$ cat config.mk
export PLATFORM = sky130hd
export DESIGN_NAME = piano_keyboard_renderer_flat
export DESIGN_NICKNAME = d
export VERILOG_FILES = /design/src/rtl/piano_pkg.sv /design/src/rtl/piano_keyboard_renderer_if.sv /design/src/rtl/piano_timing_gen.sv /design/src/rtl/piano_keyboard_renderer.sv /design/src/flat_wrapper.sv
export SDC_FILE = /design/constraint.sdc
export NUM_CORES = 1
export LEC_CHECK = 0
export CELL_PAD_IN_SITES_DETAIL_PLACEMENT = 0
export CELL_PAD_IN_SITES_GLOBAL_PLACEMENT = 1
export CORE_AREA = 2 2 174 91
export CTS_CLUSTER_SIZE = 8
export DETAILED_ROUTE_END_ITERATION = 8
export DIE_AREA = 0 0 176 93
export MAX_ROUTING_LAYER = met4
export PLACE_DENSITY_LB_ADDON = 0.05
export SLEW_MARGIN = 20
export SYNTH_ARGS = -nofsm -noshare
export SYNTH_HDL_FRONTEND = slang
export SYNTH_HIERARCHICAL = 1
export SYNTH_SLANG_ARGS = --single-unit
$ cat constraint.sdc
create_clock -name Clk -period 3.4 [get_ports Clk]
set_input_delay 0.34 -clock Clk [delete_from_list [all_inputs] [get_ports Clk]]
set_output_delay 0.34 -clock Clk [all_outputs]
set_load 0.005 [all_outputs]
$ cat src/rtl/piano_pkg.sv
// Shared constants for the piano keyboard renderer: panel timing, fixed colours,
// key-pattern tables and the pixel classification type.
package piano_pkg;

  localparam int PNL_H_ACTIVE = 480;
  localparam int PNL_H_FP     = 2;
  localparam int PNL_H_SYNC   = 41;
  localparam int PNL_H_BP     = 2;
  localparam int PNL_H_TOTAL  = PNL_H_ACTIVE + PNL_H_FP + PNL_H_SYNC + PNL_H_BP;

  localparam int PNL_V_ACTIVE = 272;
  localparam int PNL_V_FP     = 2;
  localparam int PNL_V_SYNC   = 10;
  localparam int PNL_V_BP     = 2;
  localparam int PNL_V_TOTAL  = PNL_V_ACTIVE + PNL_V_FP + PNL_V_SYNC + PNL_V_BP;

  localparam int HCW = 10;
  localparam int VCW = 9;

  localparam logic [23:0] COL_WHITE = 24'hFFFFFF;
  localparam logic [23:0] COL_BLACK = 24'h000000;

  // semitone of each white key within the octave, indexed by octave position p
  localparam logic [6:0][3:0] WHITE_SEMI = {4'd11, 4'd9, 4'd7, 4'd5, 4'd4, 4'd2, 4'd0};
  // bit p set: a black key sits to the right of white key p
  localparam logic [6:0] BLACK_MASK = 7'b0111011;

  typedef enum logic [2:0] {
    CLS_OFF,
    CLS_BG,
    CLS_BLACK,
    CLS_WHITE,
    CLS_EDGE
  } pix_cls_e;

endpackage

$ cat src/rtl/piano_keyboard_renderer_if.sv
// Panel-side pixel bus of the piano keyboard renderer (RGB, DE, syncs, frame marker).
interface piano_keyboard_renderer_if;
  logic [7:0] data_RED;
  logic [7:0] data_GREEN;
  logic [7:0] data_BLUE;
  logic       DE;
  logic       hsync_n;
  logic       vsync_n;
  logic       frame_start;

  modport master (output data_RED, data_GREEN, data_BLUE, DE, hsync_n, vsync_n, frame_start);
  modport slave  (input  data_RED, data_GREEN, data_BLUE, DE, hsync_n, vsync_n, frame_start);
endinterface

$ cat src/rtl/piano_timing_gen.sv
// Panel timing generator: h/v pixel counters advanced on pix_ce, raw data enable
// and active-low syncs decoded straight from the counters.
module piano_timing_gen
  import piano_pkg::*;
#(
  parameter int H_ACTIVE = PNL_H_ACTIVE,
  parameter int H_FP     = PNL_H_FP,
  parameter int H_SYNC   = PNL_H_SYNC,
  parameter int H_BP     = PNL_H_BP,
  parameter int V_ACTIVE = PNL_V_ACTIVE,
  parameter int V_FP     = PNL_V_FP,
  parameter int V_SYNC   = PNL_V_SYNC,
  parameter int V_BP     = PNL_V_BP
) (
  input  logic           Clk,
  input  logic           rst,
  input  logic           pix_ce,
  output logic [HCW-1:0] hcount,
  output logic [VCW-1:0] vcount,
  output logic           de_raw,
  output logic           hsync_raw_n,
  output logic           vsync_raw_n
);

  localparam logic [HCW-1:0] H_ACT  = HCW'(H_ACTIVE);
  localparam logic [HCW-1:0] H_SS   = HCW'(H_ACTIVE + H_FP);
  localparam logic [HCW-1:0] H_SE   = HCW'(H_ACTIVE + H_FP + H_SYNC);
  localparam logic [HCW-1:0] H_LAST = HCW'(H_ACTIVE + H_FP + H_SYNC + H_BP - 1);
  localparam logic [VCW-1:0] V_ACT  = VCW'(V_ACTIVE);
  localparam logic [VCW-1:0] V_SS   = VCW'(V_ACTIVE + V_FP);
  localparam logic [VCW-1:0] V_SE   = VCW'(V_ACTIVE + V_FP + V_SYNC);
  localparam logic [VCW-1:0] V_LAST = VCW'(V_ACTIVE + V_FP + V_SYNC + V_BP - 1);

  always_ff @(posedge Clk or negedge rst) begin
    if (!rst) begin
      hcount <= '0;
      vcount <= '0;
    end else if (pix_ce) begin
      if (hcount == H_LAST) begin
        hcount <= '0;
        vcount <= (vcount == V_LAST) ? '0 : vcount + 1'b1;
      end else begin
        hcount <= hcount + 1'b1;
      end
    end
  end

  assign de_raw      = (hcount < H_ACT) && (vcount < V_ACT);
  assign hsync_raw_n = !((hcount >= H_SS) && (hcount < H_SE));
  assign vsync_raw_n = !((vcount >= V_SS) && (vcount < V_SE));

endmodule

$ cat src/rtl/piano_keyboard_renderer.sv
// Pixel-streaming piano keyboard renderer: incremental key walker, frame-latched
// key state and a 2-stage classify/colour pipeline. KEY_OUTLINE_EN adds key separators.
module piano_keyboard_renderer
  import piano_pkg::*;
#(
  parameter int          OCTAVES  = 2,
  parameter int          WHITE_W  = 34,
  parameter int          BLACK_W  = 20,
  parameter int          KEY_H    = 200,
  parameter int          BLACK_H  = 120,
  parameter int          KB_TOP   = 36,
  parameter logic [23:0] HILITE_W = 24'h40C0FF,
  parameter logic [23:0] HILITE_B = 24'hC04000,
  parameter logic [23:0] BG       = 24'h202020,
  parameter int          H_ACTIVE = PNL_H_ACTIVE,
  parameter int          H_FP     = PNL_H_FP,
  parameter int          H_SYNC   = PNL_H_SYNC,
  parameter int          H_BP     = PNL_H_BP,
  parameter int          V_ACTIVE = PNL_V_ACTIVE,
  parameter int          V_FP     = PNL_V_FP,
  parameter int          V_SYNC   = PNL_V_SYNC,
  parameter int          V_BP     = PNL_V_BP
) (
  input  logic                    Clk,
  input  logic                    rst,
  input  logic                    pix_ce,
  input  logic [12*OCTAVES-1:0]   key_down,
  piano_keyboard_renderer_if.master panel
);

  localparam int NKEYS = 12 * OCTAVES;
  localparam logic [HCW-1:0] H_ACT   = HCW'(H_ACTIVE);
  localparam logic [HCW-1:0] H_LAST  = HCW'(H_ACTIVE + H_FP + H_SYNC + H_BP - 1);
  localparam logic [HCW-1:0] KB_W    = HCW'(7 * OCTAVES * WHITE_W);
  localparam logic [VCW-1:0] KB_V0   = VCW'(KB_TOP);
  localparam logic [VCW-1:0] KB_V1   = VCW'(KB_TOP + KEY_H);
  localparam logic [VCW-1:0] BK_V1   = VCW'(KB_TOP + BLACK_H);
  localparam logic [7:0]     X_LAST  = 8'(WHITE_W - 1);
  localparam logic [7:0]     X_HALF  = 8'(BLACK_W / 2);
  localparam logic [7:0]     X_RIGHT = 8'(WHITE_W - BLACK_W / 2);
  localparam logic [7:0]     N_WHITE = 8'(7 * OCTAVES);

  logic [HCW-1:0] hcount;
  logic [VCW-1:0] vcount;
  logic           de_raw, hsync_raw_n, vsync_raw_n;

  piano_timing_gen #(
    .H_ACTIVE(H_ACTIVE), .H_FP(H_FP), .H_SYNC(H_SYNC), .H_BP(H_BP),
    .V_ACTIVE(V_ACTIVE), .V_FP(V_FP), .V_SYNC(V_SYNC), .V_BP(V_BP)
  ) u_timing (
    .Clk(Clk), .rst(rst), .pix_ce(pix_ce),
    .hcount(hcount), .vcount(vcount),
    .de_raw(de_raw), .hsync_raw_n(hsync_raw_n), .vsync_raw_n(vsync_raw_n)
  );

  logic [NKEYS-1:0] key_q;
  logic             frame_pix;

  assign frame_pix = (hcount == '0) && (vcount == '0);

  always_ff @(posedge Clk or negedge rst) begin
    if (!rst) begin
      key_q             <= '0;
      panel.frame_start <= 1'b0;
    end else begin
      panel.frame_start <= pix_ce && frame_pix;
      if (pix_ce && frame_pix) key_q <= key_down;
    end
  end

  // walker values describe the pixel at the current hcount; cleared ahead of hcount=0
  logic [7:0] w, x, b;
  logic [2:0] p;

  always_ff @(posedge Clk or negedge rst) begin
    if (!rst) begin
      w <= '0;
      x <= '0;
      p <= '0;
      b <= '0;
    end else if (pix_ce) begin
      if (hcount == H_LAST) begin
        w <= '0;
        x <= '0;
        p <= '0;
        b <= '0;
      end else if (hcount < H_ACT) begin
        if (x == X_LAST) begin
          x <= '0;
          w <= w + 8'd1;
          if (p == 3'd6) begin
            p <= '0;
            b <= b + 8'd12;
          end else begin
            p <= p + 3'd1;
          end
        end else begin
          x <= x + 8'd1;
        end
      end
    end
  end

  logic [2:0] p_prev;
  logic       blk_right, blk_left, in_kb, blk_line;
  pix_cls_e   cls;
  logic [7:0] idx;

  always_comb begin
    p_prev    = (p == 3'd0) ? 3'd6 : p - 3'd1;
    blk_right = BLACK_MASK[p] && ((w + 8'd1) < N_WHITE) && (x >= X_RIGHT);
    blk_left  = BLACK_MASK[p_prev] && (x < X_HALF);
    in_kb     = (vcount >= KB_V0) && (vcount < KB_V1) && (hcount < KB_W);
    blk_line  = vcount < BK_V1;
    idx       = b + {4'b0, WHITE_SEMI[p]};
    cls       = CLS_WHITE;
    if (!de_raw) begin
      cls = CLS_OFF;
    end else if (!in_kb) begin
      cls = CLS_BG;
    end else if (blk_line && blk_right) begin
      cls = CLS_BLACK;
      idx = b + {4'b0, WHITE_SEMI[p]} + 8'd1;
    end else if (blk_line && blk_left) begin
      cls = CLS_BLACK;
      idx = b + {4'b0, WHITE_SEMI[p_prev]} + 8'd1;
    end
`ifdef KEY_OUTLINE_EN
    else if (x == X_LAST) begin
      cls = CLS_EDGE;
    end
`endif
  end

  pix_cls_e   s1_cls;
  logic [7:0] s1_idx;
  logic       s1_de, s1_hs, s1_vs;

  always_ff @(posedge Clk or negedge rst) begin
    if (!rst) begin
      s1_cls <= CLS_OFF;
      s1_idx <= '0;
      s1_de  <= 1'b0;
      s1_hs  <= 1'b1;
      s1_vs  <= 1'b1;
    end else if (pix_ce) begin
      s1_cls <= cls;
      s1_idx <= idx;
      s1_de  <= de_raw;
      s1_hs  <= hsync_raw_n;
      s1_vs  <= vsync_raw_n;
    end
  end

  logic [NKEYS-1:0] key_sel;
  logic             hit;
  logic [23:0]      rgb;

  always_comb begin
    key_sel = NKEYS'(1) << s1_idx;
    hit     = |(key_q & key_sel);
    case (s1_cls)
      CLS_BG:    rgb = BG;
      CLS_BLACK: rgb = hit ? HILITE_B : COL_BLACK;
      CLS_WHITE: rgb = hit ? HILITE_W : COL_WHITE;
      CLS_EDGE:  rgb = COL_BLACK;
      default:   rgb = 24'h000000;
    endcase
  end

  always_ff @(posedge Clk or negedge rst) begin
    if (!rst) begin
      panel.data_RED   <= '0;
      panel.data_GREEN <= '0;
      panel.data_BLUE  <= '0;
      panel.DE         <= 1'b0;
      panel.hsync_n    <= 1'b1;
      panel.vsync_n    <= 1'b1;
    end else if (pix_ce) begin
      panel.data_RED   <= rgb[23:16];
      panel.data_GREEN <= rgb[15:8];
      panel.data_BLUE  <= rgb[7:0];
      panel.DE         <= s1_de;
      panel.hsync_n    <= s1_hs;
      panel.vsync_n    <= s1_vs;
    end
  end

endmodule

$ cat src/flat_wrapper.sv
// flat-port wrapper written by rule: the top's interface ports become plain ports
module piano_keyboard_renderer_flat import piano_pkg::*;
#(
  parameter int          OCTAVES  = 2,
  parameter int          WHITE_W  = 34,
  parameter int          BLACK_W  = 20,
  parameter int          KEY_H    = 200,
  parameter int          BLACK_H  = 120,
  parameter int          KB_TOP   = 36,
  parameter logic [23:0] HILITE_W = 24'h40C0FF,
  parameter logic [23:0] HILITE_B = 24'hC04000,
  parameter logic [23:0] BG       = 24'h202020,
  parameter int          H_ACTIVE = PNL_H_ACTIVE,
  parameter int          H_FP     = PNL_H_FP,
  parameter int          H_SYNC   = PNL_H_SYNC,
  parameter int          H_BP     = PNL_H_BP,
  parameter int          V_ACTIVE = PNL_V_ACTIVE,
  parameter int          V_FP     = PNL_V_FP,
  parameter int          V_SYNC   = PNL_V_SYNC,
  parameter int          V_BP     = PNL_V_BP
)
  (Clk, rst, pix_ce, key_down, panel_data_RED, panel_data_GREEN, panel_data_BLUE, panel_DE, panel_hsync_n, panel_vsync_n, panel_frame_start);
  piano_keyboard_renderer_if panel_i ();
  input  logic Clk;
  input  logic rst;
  input  logic pix_ce;
  input  logic [12*OCTAVES-1:0] key_down;
  output wire logic [$bits(panel_i.data_RED)-1:0] panel_data_RED;
  output wire logic [$bits(panel_i.data_GREEN)-1:0] panel_data_GREEN;
  output wire logic [$bits(panel_i.data_BLUE)-1:0] panel_data_BLUE;
  output wire logic [$bits(panel_i.DE)-1:0] panel_DE;
  output wire logic [$bits(panel_i.hsync_n)-1:0] panel_hsync_n;
  output wire logic [$bits(panel_i.vsync_n)-1:0] panel_vsync_n;
  output wire logic [$bits(panel_i.frame_start)-1:0] panel_frame_start;
  assign panel_data_RED = panel_i.data_RED;
  assign panel_data_GREEN = panel_i.data_GREEN;
  assign panel_data_BLUE = panel_i.data_BLUE;
  assign panel_DE = panel_i.DE;
  assign panel_hsync_n = panel_i.hsync_n;
  assign panel_vsync_n = panel_i.vsync_n;
  assign panel_frame_start = panel_i.frame_start;
  piano_keyboard_renderer #(.OCTAVES(OCTAVES), .WHITE_W(WHITE_W), .BLACK_W(BLACK_W), .KEY_H(KEY_H), .BLACK_H(BLACK_H), .KB_TOP(KB_TOP), .HILITE_W(HILITE_W), .HILITE_B(HILITE_B), .BG(BG), .H_ACTIVE(H_ACTIVE), .H_FP(H_FP), .H_SYNC(H_SYNC), .H_BP(H_BP), .V_ACTIVE(V_ACTIVE), .V_FP(V_FP), .V_SYNC(V_SYNC), .V_BP(V_BP)) u_core (.Clk(Clk), .rst(rst), .pix_ce(pix_ce), .key_down(key_down), .panel(panel_i));
endmodule
Word-level counts from Yosys, hierarchy flattened --
Memories as Yosys holds them, arrays and structs flattened. Index checks and enable logic that the tools add are counted.
Operators by class: bitwise operators 1, equality and inequality tests 7, add/subtract/negate cells 11, magnitude comparators 15, muxes and demuxes 32, reduce and logical (&&, ||, !) cells 25, shift operators 1
Operator list (count):
- 8-bit two-way mux | 14
- 24-bit case mux with 3 select lines | 1
- 24-bit two-way mux | 2
- 8-bit by 1-bit adder with 8-bit output, second input constant | 4
- 24-bit bitwise AND | 1
- 3-bit two-way mux | 8
- 24-bit OR reduction | 1
- 1-bit by 8-bit left shift with 24-bit output, first input constant | 1
- 10-bit by 9-bit less-than comparator with 1-bit output, second input constant | 2
- 9-bit by 8-bit less-than comparator with 1-bit output, second input constant | 2
- 9-bit less-than comparator, second input constant | 2
- 8-bit by 4-bit adder with 8-bit output | 2
- 8-bit by 4-bit less-than comparator with 1-bit output, second input constant | 2
- 1-bit logical AND | 12
- 10-bit by 1-bit adder with 10-bit output, second input constant | 1
- 10-bit equality test, second input constant | 1
- 10-bit by 9-bit greater-or-equal comparator with 1-bit output, second input constant | 1
- 10-bit logical NOT | 1
- 10-bit less-than comparator, second input constant | 1
- 10-bit two-way mux | 1
- 9-bit by 1-bit adder with 9-bit output, second input constant | 1
- 9-bit equality test, second input constant | 1
- 9-bit by 6-bit greater-or-equal comparator with 1-bit output, second input constant | 1
- 9-bit greater-or-equal comparator, second input constant | 1
- 19 further kinds | 28
Storage, ports and cells: bits of input ports 27, memories 4, logic and storage cells 115, flip-flop bits (word level) 112, ROM bits 80
Memory list:
- (name not given) | words 8, width 4, read ports 1, clocked after memory_dff 0, write ports 0, line piano_keyboard_renderer.sv:115 | idx = b + {4'b0, WHITE_SEMI[p]};
- (name not given) | words 8, width 4, read ports 1, clocked after memory_dff 0, write ports 0, line piano_keyboard_renderer.sv:126 | idx = b + {4'b0, WHITE_SEMI[p_prev]} + 8'd1;
- (name not given) | words 8, width 1, read ports 1, clocked after memory_dff 0, write ports 0, line piano_keyboard_renderer.sv:111 | blk_right = BLACK_MASK[p] && ((w + 8'd1) < N_WHITE) && (x >= X_RIGHT);
- (name not given) | words 8, width 1, read ports 1, clocked after memory_dff 0, write ports 0, line piano_keyboard_renderer.sv:112 | blk_left = BLACK_MASK[p_prev] && (x < X_HALF);

Longest topological paths before layout --
word-level depth 10, gate-level depth with buffers 14, gate-level depth less buffers 14

Cells and area by module --
Netlist, hierarchy kept.
Modules (own cells, without submodules):
- piano_keyboard_renderer | times used 1, cells each 491, area each 4714.5 um^2, sequential area each 1806.7 um^2
- piano_timing_gen | times used 1, cells each 109, area each 1103.6 um^2, sequential area each 475.5 um^2

Worst setup path after synthesis --
OpenSTA, ideal clock, no wires.
path kind flip-flop to flip-flop, start register u_core.p[0], end register u_core.s1_idx[7], buffers on the path 0, period minus slack after synthesis 2.920 ns, arrival 2.819 ns, setup slack 0.480 ns, cell stages (with the launch flop) 15, path through dfrtp_1 > inv_1 > ha_1 > inv_1 > ha_1 > nand2_1 > nand2_1 > o21ai_0 > ha_1 > nor4bb_1 > nand3_1 > a2111o_1 > nand3_1 > a221oi_1 > nor4_1
On the way: cells in the longest elaborated chain, start to end 10, elaborated cells between the ends (all ways) 24
RTL lines:
- start: declaration | line piano_keyboard_renderer.sv:73 | logic [2:0] p;
- start signal: assignment | line piano_keyboard_renderer.sv:95 | p <= p + 3'd1;
- 3-bit by 1-bit subtractor with 3-bit output / 3-bit logical NOT (equally long branches) | line piano_keyboard_renderer.sv:110 | p_prev = (p == 3'd0) ? 3'd6 : p - 3'd1;
- 3-bit two-way mux | line piano_keyboard_renderer.sv:110
- memory read 8 x 4 bit / memory read 8 x 1 bit (equally long branches)
- 4-bit two-way mux (implied by the code) / 1-bit two-way mux (equally long branches) | line piano_keyboard_renderer.sv:126, piano_keyboard_renderer.sv:112
- 8-bit by 4-bit adder with 8-bit output / 1-bit logical AND (equally long branches) | line piano_keyboard_renderer.sv:126, piano_keyboard_renderer.sv:112
- 8-bit by 1-bit adder with 8-bit output / 1-bit logical AND (equally long branches) | line piano_keyboard_renderer.sv:126, piano_keyboard_renderer.sv:124
- 8-bit two-way mux | line piano_keyboard_renderer.sv:124 | end else if (blk_line && blk_left) begin
- 8-bit two-way mux | line piano_keyboard_renderer.sv:121 | end else if (blk_line && blk_right) begin
- 8-bit two-way mux | line piano_keyboard_renderer.sv:119 | end else if (!in_kb) begin
- 8-bit two-way mux * | line piano_keyboard_renderer.sv:117 | if (!de_raw) begin
- end signal: assignment | line piano_keyboard_renderer.sv:148 | s1_idx <= idx;
- end: declaration | line piano_keyboard_renderer.sv:136 | logic [7:0] s1_idx;
Every way passes the cells marked *; elsewhere a longest branch is shown, timed or not. The select of a mux whose other input is x is not followed. A chain may end at the register's enable or synchronous reset.

Worst setup path in the final report --
start register u_core.p[1], end register u_core.s1_idx[6]
The elaborated chain is that of the path after synthesis.

==> run summary <==
full die area -> 16400 um^2
antenna violations before repair -> 0
first-pass GRT wire length -> 25.7 mm
Worst-Margin Slew -> 0.664 ns
DRT Pass-1 Iters -> 5
relative slew slack -> 55.4%
fin util -> 45.3%
Seq/Total Area, Yosys -> 39.2%
Hold Crit Class -> input port to asynchronous set/reset pin
Peak VDD IR -> 270 uV
synthesis-stage register bit count -> 91
hpwl dp -> 11.5 mm
number of synthesized flops with an enable pin -> 0
critical setup path kind -> flip-flop to flip-flop
Antenna Violating Nets Remaining -> 0
via/cell ratio -> 5.67
Core ar. -> 14900 um^2
mapped cell area -> 5820 um^2
CP Data Required Time -> 3.66 ns
outcome -> finished, final reports clean
share of flip-flops with an asynchronous set or reset -> 100%
Crit-path slowest cell -> dfrtp_1
Detailed Route WL -> 15.6 mm
grt total ovfl -> 0
IO buf count -> 54
Placed Area -> 6420 um^2
reg2reg setup slack -> 0.15 ns
largest net degree at the start of global routing -> 46
P&R area growth vs syn -> 16.2%
io pins -> 55
Worst-Skew Late Latency -> 0.34 ns
Root Buffer -> clkbuf_16
Synthesized Nets -> 653
min cycle time layout -> 3.25 ns
Syn Area/Cell -> 9.70 um^2
Max Slew Vio Count -> 0
max incr delay on CP -> 0.44 ns
H-tree levels -> 3
commonest non-fill, non-tap cell in the layout -> dfrtp_1
Startpoint Class -> flip-flop
ys flop type -> dfrtp_1
Die X -> 176 um
clock skew -> 0.0102 ns
final net count -> 686
footprint of the multi-input gates -> 3180 um^2
number of standard cells in the final layout excluding fillers -> 842
Max-Cap Viols -> 0
Starting Density -> 39.0%
CP endpoint kind -> flip-flop
clock-pin slew on the worst setup and hold paths -> 0.07 ns
unrepaired setup endpoints after global routing -> no
GRT Overall Usage -> 20.6%
DRC viols -> 0
Power Dens Cells -> 532 nW/um^2
Antenna diodes -> 0
Synth Warn # -> 6
vias in the first global route -> 4558
TritonCTS buffer count -> 9
final setup violation count -> 0
initial DRC count -> 462
Max Root-Sink Buffers -> 2
Final Power -> 3600 uW
WL/cell -> 18.5 um
setup_tns -> 0 ns
Die Ht -> 93 um
Cell Rows -> 32
count of cell types in the netlist -> 77
Leak Pwr -> 0.00286 uW
fmax -> 308 MHz
crit share post-route -> 95.6%
Vias -> 4777
Hold Fails Final Rpt -> 0
layout cells sized above 1 -> 13.0%
Placed Instances -> 825
critical path's most frequent cell -> ha_1
FF+latch area -> 2280 um^2
top fanout value on the critical path -> 6
cells along the critical path -> inv_2 > ha_1 > inv_1 > ha_1 > and2_1 > nor2_1 > ha_1 > inv_1 > o21bai_1 > nor4_1 > a2111o_1 > a211o_1 > o2111ai_2
most frequent cells in the layout -> 86 x dfrtp_1, 52 x clkdlybuf4s50_1, 48 x nand2_1
# clock sinks -> 91
Synth Instances -> 600
GPL Wtd Cong -> 0.899
CTS tree -> done
fillers -> 1409
cell area after layout -> 6760 um^2
CP arrival -> 3.51 ns
what timing repair did:
item | CTS | global route
setup endpoints to repair | 0 | 3
hold buffers | 0 | 0
gates resized for setup | 0 | 5
setup buffers | 0 | 1
area by class of cell:
class / count / area share (%)
inverters: 25 / 1.42
multi-input cells: 440 / 47.0
repair buffers: 66 / 9.21
clock buffers: 10 / 3.39
clock inverters: 6 / 1.42
flip-flops and latches: 91 / 33.8
well taps: 204 / 3.77
logic make-up (layout without fill, tap and decap cells):
group	after synthesis	in the layout	synth area share [%]
compound gates	127	127	15.5
xor+xnor	32	32	4.82
fa+ha+maj	26	26	5.59
buf+inv	69	107	6.28
flops	91	91	39.2
mux	43	43	8.90
other cells	1	1	0.0645
simple gates	211	211	19.6
flip-flops by register name, summed over array words and instances, names as in the netlist:
register                  count
u_core/u_timing/vcount        9
u_core/panel.data_BLUE        2
u_core/panel.vsync_n          1
u_core/s1_cls                 2
u_core/panel.DE               1
u_core/key_q                 24
u_core/w                      8
u_core/p                      3
u_core/panel.data_RED         4
u_core/s1_vs                  1
u_core/x                      8
u_core/u_timing/hcount       10
u_core/s1_de                  1
u_core/panel.hsync_n          1
u_core/s1_hs                  1
u_core/s1_idx                 8
u_core/panel.frame_start      1
u_core/b                      6
per-stage QoR:
step | setup WS, ns | hold WS, ns
after floorplan | 0.480 | 0.0444
after global placement | 0.261 | 0.402
after detailed placement | 0.161 | 0.399
after CTS | 0.134 | 0.0270
after global routing | 0.00524 | 0.0464
final | 0.148 | 0.0111
path summary, 6_finish.rpt:
kind                       cells past startpoint                   startpoint                            to
setup / recovery                              13      u_core/p[1]$_DFFE_PN0P_  u_core/s1_idx[6]$_DFFE_PN0P_
hold / removal                                 1                          rst   u_core/key_q[4]$_DFFE_PN0P_
setup reg to reg                              13      u_core/p[1]$_DFFE_PN0P_  u_core/s1_idx[6]$_DFFE_PN0P_
hold reg to reg                                1  u_core/key_q[3]$_DFFE_PN0P_   u_core/key_q[3]$_DFFE_PN0P_
max in group asynchronous                      2                          rst      u_core/s1_hs$_DFFE_PN1P_
min in group Clk                               1  u_core/key_q[3]$_DFFE_PN0P_   u_core/key_q[3]$_DFFE_PN0P_
report_power, final:
part           internal, uW  switching, uW
combinational           423            661
sequential             1180            224
clock                   654            456
total                  2260           1340
synthesized netlist by cell type (4+ instances only):
library cell | count | share of area [%]
dfrtp_1 | 87 | 37
nand2_1 | 48 | 3.1
nor2_1 | 34 | 2.2
o21ai_0 | 32 | 2.8
mux2_2 | 30 | 5.8
ha_1 | 26 | 5.6
inv_1 | 25 | 1.6
nand3_1 | 25 | 2.2
nor3_1 | 23 | 2.0
a21oi_1 | 21 | 1.8
buf_4 | 18 | 2.3
and3_1 | 17 | 1.8
clkbuf_1 | 16 | 1.0
xnor2_1 | 16 | 2.4
xor2_1 | 16 | 2.4
nand4_1 | 13 | 1.4
o31ai_1 | 11 | 1.4
mux2i_1 | 9 | 1.5
nor4_1 | 9 | 0.97
o21a_1 | 7 | 0.90
or3_1 | 7 | 0.75
a21o_1 | 6 | 0.77
buf_2 | 6 | 0.52
nand2b_1 | 5 | 0.54
a2111oi_0 | 4 | 0.60
dfstp_2 | 4 | 1.8
mux4_2 | 4 | 1.5
nor4b_1 | 4 | 0.60
o21ai_1 | 4 | 0.34
critical path: cells and delay by family, from the launching register on:
kind	cells	cell delay, ns
AO/OA/AOI/OAI	4	1.23
AND/OR/NAND/NOR	3	0.37
adder cells (fa/ha/maj)	3	0.88
buffers and inverters	3	0.27
flip-flops	1	0.44
metal layers:
| metal | global-route usage [%] | share of wire [%] |
|---|---|---|
| met3 | 3.41 | 4.6 |
| met2 | 25.8 | 38 |
| met5 | - | 0 |
| met4 | 4.55 | 1.1 |
| met1 | 33.4 | 56 |
Note: power is estimated with default switching activity, not from simulation.
